File: src/rtl/ms_uart_pkg.sv
// ms_uart_pkg: shared types, constants and helpers for the UART serial engines
package ms_uart_pkg;
   localparam int DW = 8;
   localparam int PW = 16;
   localparam int OS = 16;
   localparam int SAMPLE_LO = 7;
   localparam int SAMPLE_MID = 8;
   localparam int SAMPLE_HI = 9;
   typedef enum logic [1:0] {IDLE = 2'd0, START = 2'd1, DATA = 2'd2, STOP = 2'd3} rx_state_t;
   function automatic logic maj3(input logic a, input logic b, input logic c);
      return (a & b) | (a & c) | (b & c);
   endfunction
endpackage

File: src/rtl/ms_uart_tick_gen.sv
// ms_uart_tick_gen: prescale down-counter producing one oversampling tick per prescale+1 cycles
module ms_uart_tick_gen #(
   parameter int PW = 16
) (
   input  logic          PCLK,
   input  logic          PRESETn,
   input  logic          en,
   input  logic [PW-1:0] prescale,
   output logic          tick
);
   logic [PW-1:0] cnt;
   assign tick = en && cnt == '0;
   // count down while enabled, reload on expiry, park at the reload value while disabled
   always_ff @(posedge PCLK or negedge PRESETn)
      if (!PRESETn) cnt <= '0;
      else cnt <= (!en || tick) ? prescale : cnt - 1'b1;
endmodule

File: src/rtl/ms_uart_rx.sv
// ms_uart_rx: 16x oversampling 8N1 receive engine feeding the RX FIFO write port
module ms_uart_rx #(
   parameter int DW = ms_uart_pkg::DW,
   parameter int PW = ms_uart_pkg::PW,
   parameter int OS = ms_uart_pkg::OS
) (
   input  logic          PCLK,
   input  logic          PRESETn,
   input  logic          en,
   input  logic [PW-1:0] prescale,
   input  logic          rx,
   output logic [DW-1:0] data,
   output logic          wr,
   output logic          frame_err,
   output logic          busy
);
   import ms_uart_pkg::*;
   localparam int SW = $clog2(OS);
   localparam int BW = $clog2(DW);
   logic rx_m, rx_s, rx_d, tick, fall, dec, bit_val, s_lo, s_mid, wr_nxt, err_nxt;
   logic [SW-1:0] sample_cnt;
   logic [BW-1:0] bit_cnt;
   logic [DW-1:0] shreg;
   rx_state_t state, state_nxt;

   ms_uart_tick_gen #(.PW(PW)) u_tick (
      .PCLK(PCLK), .PRESETn(PRESETn), .en(en), .prescale(prescale), .tick(tick)
   );

   assign fall = rx_d & ~rx_s;
   assign dec = tick && sample_cnt == SW'(SAMPLE_HI);
   assign bit_val = maj3(s_lo, s_mid, rx_s);

   // two-flop synchronizer plus a delay flop for falling-edge detection; idle line is high
   always_ff @(posedge PCLK or negedge PRESETn)
      if (!PRESETn) {rx_m, rx_s, rx_d} <= '1;
      else {rx_m, rx_s, rx_d} <= {rx, rx_m, rx_s};

   // FSM state register
   always_ff @(posedge PCLK or negedge PRESETn)
      if (!PRESETn) state <= IDLE;
      else state <= state_nxt;

   // next state: only a fresh falling edge starts a frame, disable aborts from anywhere
   always_comb begin
      state_nxt = state;
      if (!en) state_nxt = IDLE;
      else
         case (state)
            IDLE:    if (fall) state_nxt = START;
            START:   if (dec) state_nxt = bit_val ? IDLE : DATA;
            DATA:    if (dec && bit_cnt == BW'(DW - 1)) state_nxt = STOP;
            default: if (dec) state_nxt = IDLE;
         endcase
   end

   // outputs: stop-bit decision selects between a write and a framing error
   always_comb begin
      busy = state != IDLE;
      wr_nxt = state == STOP && dec && bit_val;
      err_nxt = state == STOP && dec && !bit_val;
   end

   // sample counter, majority samples, shift register and registered output pulses
   always_ff @(posedge PCLK or negedge PRESETn)
      if (!PRESETn) begin
         sample_cnt <= '0;
         bit_cnt <= '0;
         shreg <= '0;
         s_lo <= 1'b1;
         s_mid <= 1'b1;
         data <= '0;
         wr <= 1'b0;
         frame_err <= 1'b0;
      end else begin
         wr <= wr_nxt;
         frame_err <= err_nxt;
         if (wr_nxt) data <= shreg;
         if (state == IDLE) begin
            bit_cnt <= '0;
            if (fall) sample_cnt <= '0;
         end else if (tick) begin
            sample_cnt <= (state == START && dec) ? SW'(SAMPLE_HI + 1) : sample_cnt + 1'b1;
            if (sample_cnt == SW'(SAMPLE_LO)) s_lo <= rx_s;
            if (sample_cnt == SW'(SAMPLE_MID)) s_mid <= rx_s;
            if (state == DATA && dec) begin
               shreg <= {bit_val, shreg[DW-1:1]};
               bit_cnt <= bit_cnt + 1'b1;
            end
         end
      end
endmodule

File: config.mk
export PLATFORM = sky130hd
export DESIGN_NAME = ms_uart_rx
export DESIGN_NICKNAME = d
export VERILOG_FILES = /design/src/rtl/ms_uart_pkg.sv /design/src/rtl/ms_uart_tick_gen.sv /design/src/rtl/ms_uart_rx.sv
export SDC_FILE = /design/constraint.sdc
export NUM_CORES = 1
export LEC_CHECK = 0
export ABC_AREA = 1
export ABC_CLOCK_PERIOD_IN_PS = 2500
export CORE_AREA = 4 4 86 88
export CTS_CLUSTER_DIAMETER = 60
export DETAILED_ROUTE_END_ITERATION = 6
export DIE_AREA = 0 0 90 92
export SYNTH_ARGS = -nofsm -noshare
export SYNTH_HDL_FRONTEND = slang
export SYNTH_HIERARCHICAL = 1
export SYNTH_SLANG_ARGS = --single-unit
File: constraint.sdc
create_clock -name PCLK -period 2.5 [get_ports PCLK]
set_input_delay 0.5 -clock PCLK [delete_from_list [all_inputs] [get_ports PCLK]]
set_output_delay 0.5 -clock PCLK [all_outputs]
set_load 0.01 [all_outputs]
==> summary.md <==
| Metric | Value |
|---|---|
| Fin crit period | 2.24 ns |
| Row cnt | 30 |
| Status | finished, final reports clean |
| Reg2reg start | u_tick/cnt[0] |
| Slew @ Worst Pin | just over 0.8 ns |
| Die area | 8280 µm² |
| Gr ovfl total | 0 |
| Post-DP HPWL | around 3.4 mm |
| Clock network fraction of design power | 34.5% |
| CTS hold repair buffers | 0 |
| Routed WL | 4.48 mm |
| Core box area | 6640 µm² |
| DRC Markers | 0 |
| H-tree levels | 2 |
| Max stage delay cell, worst path | dfrtp_1 |
| Hold slack | 0.285 ns |
| TritonCTS Buffers | 5 |
| CTS tree | yes |
| Slew Limit Fails | 0 |
| Beginning of the critical path | u_tick/cnt[0] |
| DR vias | between 1500 and 2000 |
| Post CTS Setup Buffer Count | 0 |
| Hold Vio Cnt, Final | 0 |
| Internal power | between 1 and 1.5 mW |
| Net Count, Synth | roughly 340 |
| Post-route cell area | 3080 µm² |
| Via density | around 4.6 |
| Setup TNS | 0 ns |
| Clock skew | approximately 0.007 ns |
| Tot GR Track Use | 12.0% |
| Die width | 90 µm |
| Layout cell share with drive strength beyond 1 | between 15 and 20% |
| Crit-path most repeated cell | nand2_4 |
| Reg clk slew, reported paths | 0.09 ns |
| Routed WL per cell | 10.5 µm |
| Hold Crit Class | in2async |
| Net Sw Frac | 28.9% |
| Peak per-stage delay on the critical path | 0.41 ns |
| Crit-path cells | inv_1 > ha_1 > nand2_4 > nor2_8 > nand2_4 > nor2_1 > nand2_1 > inv_1 > nand2_4 > clkinv_2 > nand2_2 > nand3_1 > o21ai_2 |
| Ant. Diodes | 0 |
| Vias in the first global route | between 1500 and 2000 |
| Pwr Total | between 1.5 and 2 mW |
| Root buffer cell | clkbuf_8 |
| Max-slew headroom | 45.3% |
| RSZ-0062 raised after global routing | false |
| First-pass GRT wire length | 8.12 mm |
| Worst-path fanout max | 21 |
| Post_cts resized | 0 |
| Worst Setup Start Kind | flop |
| CP required | 2.69 ns |
| Clk Latency, worst-skew pair | 0.30 ns |
| Sw Pwr | 0.565 mW |
| Max-cap viol count | 0 |
| P_leak | 1.54 nW |
| Critical path endpoint category | flop |
| Detail Route Antenna Nets | 0 |
| Register area share after synthesis | 46.4% |
| Largest net degree at the start of global routing | 38 |
| Final setup viols | 0 |
| CTS sink count | between 40 and 50 |
| Final GP Congestion | 0.899 |
| Port bufs | 30 |
| Combinational share of power | 20.2% |
| Initial antenna violation count | 0 |
| Peak VDD IR | 0.271 mV |
| Cells after synthesis | between 300 and 400 |
| Ports | 31 |
| Netlist Area Pre-Place | 2600 µm² |
| Synth warn | 6 |
| Pwr per Cell Area | 635 nW/µm² |
| Count of cell types in the netlist | 31 |
| Synth Register Bits | 48 |
| Drt first-iter violations | 72 |
| Finished Layout Cells | roughly 430 |
| Sequential share of power | around 45% |
| WP data arrival | ~2.4 ns |
| Fmax | 446 MHz |
| Die height | 92 µm |
| Final period utilization | 89.7% |
| DP Cell Count | 417 |
| Critical path type | reg2reg |
| Dpl cell area | between 2000 and 3000 µm² |
| Syn_area_per_cell | 8.37 µm² |
| Number of detailed-route iterations in the first pass | 4 |
| Final-stage net count | between 300 and 400 |
| Starting Density | between 30% and 40% |
| Layout overhead on the synthesized area | 18.3% |
| Bufs on Longest Clock Path | 2 |
[metrics by stage]
step | utilization, % | setup slack (ns)
floorplan | - | 0.545
global placement | 44.3 | 0.319
detailed placement | 44.3 | 0.235
CTS | 46.3 | 0.235
global route | 46.3 | 0.0304
finish | 46.3 | 0.257
[routing by layer]
metal / up-vias / routed length (µm) / global-route usage (%)
met2: 34 / 2160 / 20.7
met5: - / 0 / 0
met3: 10 / 184 / 2.95
met4: 0 / 111 / 5.61
li1: 1030 / - / -
met1: 888 / 2020 / 14.0
[cell type report]
class | count | area [µm²]
repair buffers | 32 | 310
flip-flops and latches | 48 | 1210
multi-input cells | 219 | 1180
inverters | 38 | 144
well taps | 80 | 100
clock inverters | 3 | 68.8
clock buffers | 5 | 68.8
fillers | 670 | 3570
[worst paths after layout]
check | endpoint | slack (ns) | depth (start not counted)
max in group asynchronous | u_tick/cnt[5] | 1.54 | 2
min in group PCLK | rx_s | 0.35 | 0
worst min register to register | rx_s | 0.35 | 0
worst max-delay path | bit_cnt[0] | 0.26 | 13
worst max register to register | bit_cnt[0] | 0.26 | 13
worst min-delay path | sample_cnt[3] | 0.28 | 1
[critical path, delay by kind of cell, from the launching register on]
family	cells	cell delay, ns
compound gates	1	0.06
simple gates	8	1.07
fa+ha+maj	1	0.29
buf+inv	3	0.30
flops	1	0.41
[flip-flops by register name, summed over array words and instances, names as in the netlist]
register / cells
u_tick/cnt: 16
data: 8
shreg: 8
sample_cnt: 4
bit_cnt: 3
state: 2
frame_err: 1
rx_d: 1
rx_m: 1
rx_s: 1
s_lo: 1
s_mid: 1
wr: 1
[cells by family (layout without fill, tap and decap cells)]
kind of cell / count (synthesis) / in the layout / synth area share, %
AO/OA/AOI/OAI: 35 / 35 / 9.90
XOR/XNOR: 6 / 6 / 2.02
adder cells (fa/ha/maj): 6 / 6 / 2.88
buffers and inverters: 44 / 78 / 8.32
flip-flops: 48 / 48 / 46.4
AND/OR/NAND/NOR: 172 / 172 / 30.5
[synth_stat cells]
cell type / n / area (µm²)
nor2_4: 3 / 33.8
a31oi_1: 1 / 6.26
nand2_2: 11 / 68.8
dfstp_2: 5 / 131
nand2_1: 106 / 398
inv_2: 4 / 15.0
a21oi_2: 2 / 17.5
nor2_8: 1 / 20.0
o22ai_1: 1 / 6.26
ha_1: 6 / 75.1
xor2_1: 4 / 35.0
buf_6: 4 / 45.0
nor2_1: 25 / 93.8
nor3_1: 1 / 5.00
inv_1: 33 / 124
a21boi_1: 1 / 7.51
clkinv_2: 1 / 5.00
o21ai_1: 4 / 20.0
nor2_2: 2 / 12.5
o21ai_0: 4 / 20.0
nand3_1: 16 / 80.1
a21oi_1: 3 / 15.0
dfrtp_1: 43 / 1080
buf_12: 1 / 20.0
nand3_4: 1 / 17.5
nand3b_1: 1 / 7.51
nand2_4: 5 / 56.3
buf_4: 1 / 7.51
a22oi_1: 1 / 7.51
xnor2_1: 2 / 17.5
o21ai_2: 18 / 158
[power by group through the flow]
| stage | clock (mW) | combinational [mW] | sequential [mW] |
|---|---|---|---|
| global route | 0.732 | 0.455 | 0.897 |
| global placement | 0 | 0.398 | 0.900 |
| floorplan | 0 | 0.281 | 0.889 |
| CTS | 0.703 | 0.403 | 0.886 |
| detailed placement | 0 | 0.401 | 0.901 |
| finish | 0.674 | 0.394 | 0.886 |
[cell usage in the layout, fill, tap and decap left out, types with 6 or more instances in the layout]
| cell | count |
|---|---|
| clkdlybuf4s50_1 | 29 |
| dfrtp_1 | 43 |
| ha_1 | 6 |
| nor2_1 | 25 |
| nand2_1 | 106 |
| o21ai_2 | 18 |
| nand3_1 | 16 |
| nand2_2 | 11 |
| inv_1 | 33 |
(Power assumes the default switching activity.)
